==> config.mk <==
export PLATFORM = sky130hd
export DESIGN_NAME = btn_step_debounce_flat
export DESIGN_NICKNAME = d
export VERILOG_FILES = /design/src/rtl/btn_pkg.sv /design/src/rtl/btn_step_debounce_if.sv /design/src/rtl/sync_2ff.sv /design/src/rtl/btn_step_debounce.sv /design/src/flat_wrapper.sv
export SDC_FILE = /design/constraint.sdc
export NUM_CORES = 1
export LEC_CHECK = 0
export ABC_AREA = 1
export CORE_MARGIN = 4
export CORE_UTILIZATION = 41
export CTS_CLUSTER_SIZE = 20
export DETAILED_ROUTE_END_ITERATION = 10
export SKIP_CTS_REPAIR_TIMING = 1
export SLEW_MARGIN = 25
export SYNTH_ARGS = -nofsm -noshare
export SYNTH_HDL_FRONTEND = slang
export SYNTH_SLANG_ARGS = --single-unit
==> constraint.sdc <==
create_clock -name clk -period 5.3 [get_ports clk]
set_input_delay 1.06 -clock clk [delete_from_list [all_inputs] [get_ports clk]]
set_output_delay 1.06 -clock clk [all_outputs]
set_load 0.03 [all_outputs]
==> src/rtl/btn_pkg.sv <==
// Shared types and timing constants for the push-button step conditioner.
package btn_pkg;

  // Debounce FSM states.
  typedef enum logic [1:0] {
    RELEASED        = 2'd0,
    CONFIRM_PRESS   = 2'd1,
    PRESSED         = 2'd2,
    CONFIRM_RELEASE = 2'd3
  } db_state_t;

  // Board timing at 100 MHz: 10 ms debounce, 0.5 s to first repeat, 0.1 s repeat period.
  localparam int unsigned DEF_DEBOUNCE_CYCLES = 1000000;
  localparam int unsigned DEF_REPEAT_EN       = 1;
  localparam int unsigned DEF_REPEAT_DELAY    = 50000000;
  localparam int unsigned DEF_REPEAT_PERIOD   = 10000000;

  // Short timing used when simulating.
  localparam int unsigned SIM_DEBOUNCE = 4;
  localparam int unsigned SIM_DELAY    = 10;
  localparam int unsigned SIM_PERIOD   = 3;

  // Bits needed to hold values 0..max_val, never less than one.
  function automatic int unsigned cnt_width(input int unsigned max_val);
    int unsigned w;
    w = $clog2(64'(max_val) + 64'd1);
    return (w < 1) ? 1 : w;
  endfunction

  // Larger of two unsigned values.
  function automatic int unsigned max_u(input int unsigned a, input int unsigned b);
    return (a > b) ? a : b;
  endfunction

endpackage

==> src/rtl/btn_step_debounce_if.sv <==
// Button-side bundle: raw level in, conditioned level and pulses out.
interface btn_step_debounce_if;

  logic btn_in;
  logic btn_level;
  logic press_pulse;
  logic release_pulse;
  logic repeat_pulse;
  logic step_pulse;

  // Driver of the raw button and consumer of the conditioned outputs.
  modport master (
    output btn_in,
    input  btn_level,
    input  press_pulse,
    input  release_pulse,
    input  repeat_pulse,
    input  step_pulse
  );

  // The conditioner itself.
  modport slave (
    input  btn_in,
    output btn_level,
    output press_pulse,
    output release_pulse,
    output repeat_pulse,
    output step_pulse
  );

endinterface

==> src/rtl/sync_2ff.sv <==
// Two-flop synchronizer for a single asynchronous level, synchronous reset to 0.
module sync_2ff (
  input  logic clk,
  input  logic reset,
  input  logic d,
  output logic q
);

  logic meta;

  // Shift the raw level through two flops to settle metastability.
  always_ff @(posedge clk) begin
    if (reset) begin
      meta <= 1'b0;
      q    <= 1'b0;
    end else begin
      meta <= d;
      q    <= meta;
    end
  end

endmodule

==> src/rtl/btn_step_debounce.sv <==
// Push-button conditioner: synchronizer, debounce FSM, press/release pulses and
// hold-to-repeat. step_pulse is the count enable for downstream counters.
module btn_step_debounce
  import btn_pkg::*;
#(
  parameter int unsigned DEBOUNCE_CYCLES = DEF_DEBOUNCE_CYCLES,
  parameter int unsigned REPEAT_EN       = DEF_REPEAT_EN,
  parameter int unsigned REPEAT_DELAY    = DEF_REPEAT_DELAY,
  parameter int unsigned REPEAT_PERIOD   = DEF_REPEAT_PERIOD
) (
  input  logic                 clk,
  input  logic                 reset,
  btn_step_debounce_if.slave   bus
);

  localparam int unsigned DB_W    = cnt_width(DEBOUNCE_CYCLES);
  localparam int unsigned RPT_MAX = max_u(REPEAT_DELAY, REPEAT_PERIOD);
  localparam int unsigned RPT_W   = cnt_width(RPT_MAX);

  localparam logic [DB_W-1:0]  DB_LAST     = DB_W'(DEBOUNCE_CYCLES - 1);
  localparam logic [RPT_W-1:0] DELAY_LAST  = RPT_W'(REPEAT_DELAY - 1);
  localparam logic [RPT_W-1:0] PERIOD_LAST = RPT_W'(REPEAT_PERIOD - 1);
  localparam bit               RPT_ON      = (REPEAT_EN != 0);

  logic             btn_sync;
  db_state_t        state;
  db_state_t        state_c;
  logic [DB_W-1:0]  db_cnt;
  logic [DB_W-1:0]  db_cnt_c;
  logic [RPT_W-1:0] rpt_cnt;
  logic [RPT_W-1:0] rpt_cnt_c;
  logic [RPT_W-1:0] rpt_last_c;
  logic             rpt_periodic;
  logic             rpt_periodic_c;
  logic             press_c;
  logic             release_c;
  logic             repeat_c;
  logic             level_c;

  sync_2ff u_sync (
    .clk   (clk),
    .reset (reset),
    .d     (bus.btn_in),
    .q     (btn_sync)
  );

  // Next state, counters and next-cycle pulse values; pulses fire on the transition edge.
  always_comb begin
    state_c        = state;
    db_cnt_c       = db_cnt;
    rpt_cnt_c      = rpt_cnt;
    rpt_periodic_c = rpt_periodic;
    press_c        = 1'b0;
    release_c      = 1'b0;
    repeat_c       = 1'b0;
    rpt_last_c     = rpt_periodic ? PERIOD_LAST : DELAY_LAST;

    case (state)
      RELEASED: begin
        if (btn_sync) begin
          state_c  = CONFIRM_PRESS;
          db_cnt_c = '0;
        end
      end

      CONFIRM_PRESS: begin
        if (!btn_sync) begin
          state_c = RELEASED;
        end else if (db_cnt == DB_LAST) begin
          state_c        = PRESSED;
          press_c        = 1'b1;
          rpt_cnt_c      = '0;
          rpt_periodic_c = 1'b0;
        end else begin
          db_cnt_c = db_cnt + DB_W'(1);
        end
      end

      PRESSED: begin
        if (!btn_sync) begin
          // Leaving for confirmation freezes the repeat phase where it is.
          state_c  = CONFIRM_RELEASE;
          db_cnt_c = '0;
        end else if (RPT_ON) begin
          if (rpt_cnt == rpt_last_c) begin
            repeat_c       = 1'b1;
            rpt_cnt_c      = '0;
            rpt_periodic_c = 1'b1;
          end else begin
            rpt_cnt_c = rpt_cnt + RPT_W'(1);
          end
        end
      end

      CONFIRM_RELEASE: begin
        if (btn_sync) begin
          state_c = PRESSED;
        end else if (db_cnt == DB_LAST) begin
          state_c   = RELEASED;
          release_c = 1'b1;
        end else begin
          db_cnt_c = db_cnt + DB_W'(1);
        end
      end

      default: begin
        state_c = RELEASED;
      end
    endcase

    level_c = (state_c == PRESSED) || (state_c == CONFIRM_RELEASE);
  end

  // State, counters and registered outputs.
  always_ff @(posedge clk) begin
    if (reset) begin
      state             <= RELEASED;
      db_cnt            <= '0;
      rpt_cnt           <= '0;
      rpt_periodic      <= 1'b0;
      bus.btn_level     <= 1'b0;
      bus.press_pulse   <= 1'b0;
      bus.release_pulse <= 1'b0;
      bus.repeat_pulse  <= 1'b0;
      bus.step_pulse    <= 1'b0;
    end else begin
      state             <= state_c;
      db_cnt            <= db_cnt_c;
      rpt_cnt           <= rpt_cnt_c;
      rpt_periodic      <= rpt_periodic_c;
      bus.btn_level     <= level_c;
      bus.press_pulse   <= press_c;
      bus.release_pulse <= release_c;
      bus.repeat_pulse  <= repeat_c;
      bus.step_pulse    <= press_c | repeat_c;
    end
  end

endmodule

==> src/flat_wrapper.sv <==
// flat-port wrapper written by rule: the top's interface ports become plain ports
module btn_step_debounce_flat import btn_pkg::*;
#(
  parameter int unsigned DEBOUNCE_CYCLES = DEF_DEBOUNCE_CYCLES,
  parameter int unsigned REPEAT_EN       = DEF_REPEAT_EN,
  parameter int unsigned REPEAT_DELAY    = DEF_REPEAT_DELAY,
  parameter int unsigned REPEAT_PERIOD   = DEF_REPEAT_PERIOD
)
  (clk, reset, bus_btn_in, bus_btn_level, bus_press_pulse, bus_release_pulse, bus_repeat_pulse, bus_step_pulse);
  btn_step_debounce_if bus_i ();
  input  logic clk;
  input  logic reset;
  input wire logic [$bits(bus_i.btn_in)-1:0] bus_btn_in;
  output wire logic [$bits(bus_i.btn_level)-1:0] bus_btn_level;
  output wire logic [$bits(bus_i.press_pulse)-1:0] bus_press_pulse;
  output wire logic [$bits(bus_i.release_pulse)-1:0] bus_release_pulse;
  output wire logic [$bits(bus_i.repeat_pulse)-1:0] bus_repeat_pulse;
  output wire logic [$bits(bus_i.step_pulse)-1:0] bus_step_pulse;
  assign bus_i.btn_in = bus_btn_in;
  assign bus_btn_level = bus_i.btn_level;
  assign bus_press_pulse = bus_i.press_pulse;
  assign bus_release_pulse = bus_i.release_pulse;
  assign bus_repeat_pulse = bus_i.repeat_pulse;
  assign bus_step_pulse = bus_i.step_pulse;
  btn_step_debounce #(.DEBOUNCE_CYCLES(DEBOUNCE_CYCLES), .REPEAT_EN(REPEAT_EN), .REPEAT_DELAY(REPEAT_DELAY), .REPEAT_PERIOD(REPEAT_PERIOD)) u_core (.clk(clk), .reset(reset), .bus(bus_i));
endmodule
==> results.yml <==
outcome:
  outcome: "finished, final reports clean"
grt:
  grt_max_degree: 27
  grt_overflow: 0
  first_global_vias: 2645
  grt_use_total_pct: 17.0
  antenna_found_initial: 0
  grt_pass1_wl_um: 12300
finish:
  postLayoutCellArea_mm2: 0.00336
  layout_common_cells: "135 x nand2_1, 92 x nor2_1, 75 x inv_1"
  multi_input_area_mm2: 0.00166
  nets: 518
  finish.utilization_pct: 45.9
  register_area_mm2: 0.00112
  fillers: 795
  insertedDiodeCount: 0
  layout-drive-gt1-share_pct: 4.47
  final_common_cell: "nand2_1"
  area_growth_pct: 7.35
  fin_cells: 613
route:
  drt_iter0_drc: 141
  route.met3.wl_um: 291
  vias: 3020
  drc_errors: 0
  totalWireLength_um: 7170
  wl_per_cell_um: 11.7
  firstDrtPassIters: 5
  top_layer: "met4"
  wl_met2_um: 3030
  viasPerCell: 4.93
  m1WireLength_um: 3790
  drtAntennaViolNets: 0
yosys:
  synth.distinct_cells: 29
  ys_warn_count: 0
  yosys.area.top_type: "dfxtp_1"
  synth_seq_cells: 56
  yosysTopAreaCellShare_pct: 35.8
  netlist_area_mm2: 0.00313
  syn_inst: 509
  ys_seq_area_share_pct: 35.8
  synth_fp_nets: 514
  synth.area.top_cells: "dfxtp_1 36%, nand2_1 16%, nor2_1 11%"
  avgSynthCellArea_um2: 6.15
pwr:
  netSwitchingFraction_pct: 22.7
  comb_power_share_pct: 2.8
  seqPwrFrac_pct: 61.4
  irDropWorstVdd_uv: 109
  p_int_uw: 532
  p_clk_share_pct: 35.8
  p_leak_nw: 1.28
  netSwitchingPower_uw: 156
  power_density_mw_per_mm2: 205
sta:
  worst_hold_slack_ns: 0.412
  slew_violations: 0
  worstMarginPinSlew_ns: 0.934
  hold_viol_final: 0
  setup_viol_count_final: 0
  post-route-period-util_pct: 53.1
  max_slew_margin_pct: 37.7
  fin_crit_ns: 2.81
  fmaxAchievable_mhz: 355
  rsz0062_at_grt: "false"
  finalSetupTns_ns: 0
  fin_skew_ns: 0.00984
floorplanning:
  pin_count: 8
  core_area_mm2: 0.00733
  die_h_um: 95.4
  initial_core_util_pct: 42.7
  die-area_mm2: 0.00910
  die_w_um: 95.4
  rows: 31
placed_design:
  gp_congestion: 0.899
  numPortBuffers: 7
  hpwl_um: 5300
  place_inst: 605
  postPlaceCellArea_mm2: 0.00327
critical_path:
  cp_data_required_time_ns: 5.55
  endpoint: "u_core.db_cnt[6]"
  path_class: "in -> reg"
  worstPathArrival_ns: 3.06
  r2r_start: "u_core.state[0]"
  cp_max_fo: 18
  rrSetupSlack_ns: 2.82
  reg2reg_to: "u_core.rpt_cnt[1]"
  r2r_cells: 6
  worstSetupStartpointType: "input pin"
  setup.worst_path.start: "reset"
  end_kind: "flop"
worst_hold_path:
  hold_path.class: "reg -> reg"
cts:
  cts-root-buf: "clkbuf_8"
  h-tree-depth: 2
  clockBufferDepth: 2
  numCtsBuffers: 5
  cts.sinks: 56
  cts_tree: "yes"
  clkLatencyLatePin_ns: 0.31
  path_clk_slew_ns: 0.10
run:
  drv_cap: 0
Yosys cell counts (all sizes together):
library cell	instances
xor2	1
dfxtp	56
xnor2	2
nand2	137
clkbuf	3
a21boi	1
nor3b	1
clkinv	1
a31o	1
a21oi	16
nand4	18
nand3	36
nor3	29
buf	7
nor4	8
inv	78
nor2	94
ha	2
o21ai	18
sequential cells by signal (all words and copies together), names as in the netlist:
| signal | count |
|---|---|
| u_core.db_cnt | 20 |
| u_core.bus.step_pulse | 1 |
| u_core.state | 2 |
| u_core.bus.btn_level | 1 |
| u_core.bus.release_pulse | 1 |
| u_core.bus.repeat_pulse | 1 |
| u_core.u_sync.meta | 1 |
| u_core.bus.press_pulse | 1 |
| u_core.rpt_cnt | 26 |
| u_core.rpt_periodic | 1 |
| u_core.u_sync.q | 1 |
critical path, stage by stage:
cell and delay [ns]:
clkdlybuf4s50_1 0.75, a21oi_1 0.89, o21ai_0 0.21, a21oi_1 0.15
cell families (layout without fill, tap and decap cells):
family / after synthesis / in the layout / share of synthesized area (%)
AOI/OAI and AO/OA: 36 / 36 / 6.55
xor gates and xnor gates: 3 / 3 / 0.839
adders and majority gates: 2 / 2 / 0.799
buffers and inverters: 89 / 94 / 11.3
DFF: 56 / 56 / 35.8
and+or+nand+nor: 323 / 323 / 44.7
stage by stage:
step / setup slack (ns) / power, mW
floorplan: 3.32 / 0.447
global placement: 2.16 / 0.451
detailed placement: 2.15 / 0.452
CTS: 2.47 / 0.694
global route: 2.24 / 0.715
finish: 2.49 / 0.689
per-layer routing:
layer	vias to the layer above	global-route usage (%)
met5	-	0
li1	1618	-
met1	1357	24.4
met2	41	26.4
met3	4	2.84
met4	0	4.27
cell type report:
cell class / count / area share (%)
clock buffer: 7 / 2.57
multi-input combinational: 364 / 49.2
timing repair buffer: 7 / 2.08
tap: 99 / 3.68
sequential: 56 / 33.3
inverter: 79 / 8.86
clock inverter: 1 / 0.223
power by group through the flow:
| stage | registers, mW | clock network, mW | logic [mW] |
|---|---|---|---|
| floorplan | 0.432 | 0 | 0.0147 |
| global placement | 0.433 | 0 | 0.0189 |
| detailed placement | 0.432 | 0 | 0.0190 |
| CTS | 0.423 | 0.253 | 0.0192 |
| global route | 0.423 | 0.271 | 0.0212 |
| finish | 0.423 | 0.247 | 0.0190 |
how the worst min path moves through the flow:
| stage | start | endpoint | slack (ns) | depth (start not counted) |
|---|---|---|---|---|
| final | u_core.u_sync.meta | u_core.u_sync.q | 0.41 | 2 |
| after global routing | u_core.u_sync.meta | u_core.u_sync.q | 0.43 | 2 |
| after floorplan | u_core.u_sync.meta | u_core.u_sync.q | 0.39 | 2 |
| after CTS | u_core.u_sync.meta | u_core.u_sync.q | 0.42 | 2 |
| after detailed placement | u_core.u_sync.meta | u_core.u_sync.q | 0.40 | 2 |
| after global placement | u_core.u_sync.meta | u_core.u_sync.q | 0.40 | 2 |
No activity file was read; power rests on OpenSTA's default activity.
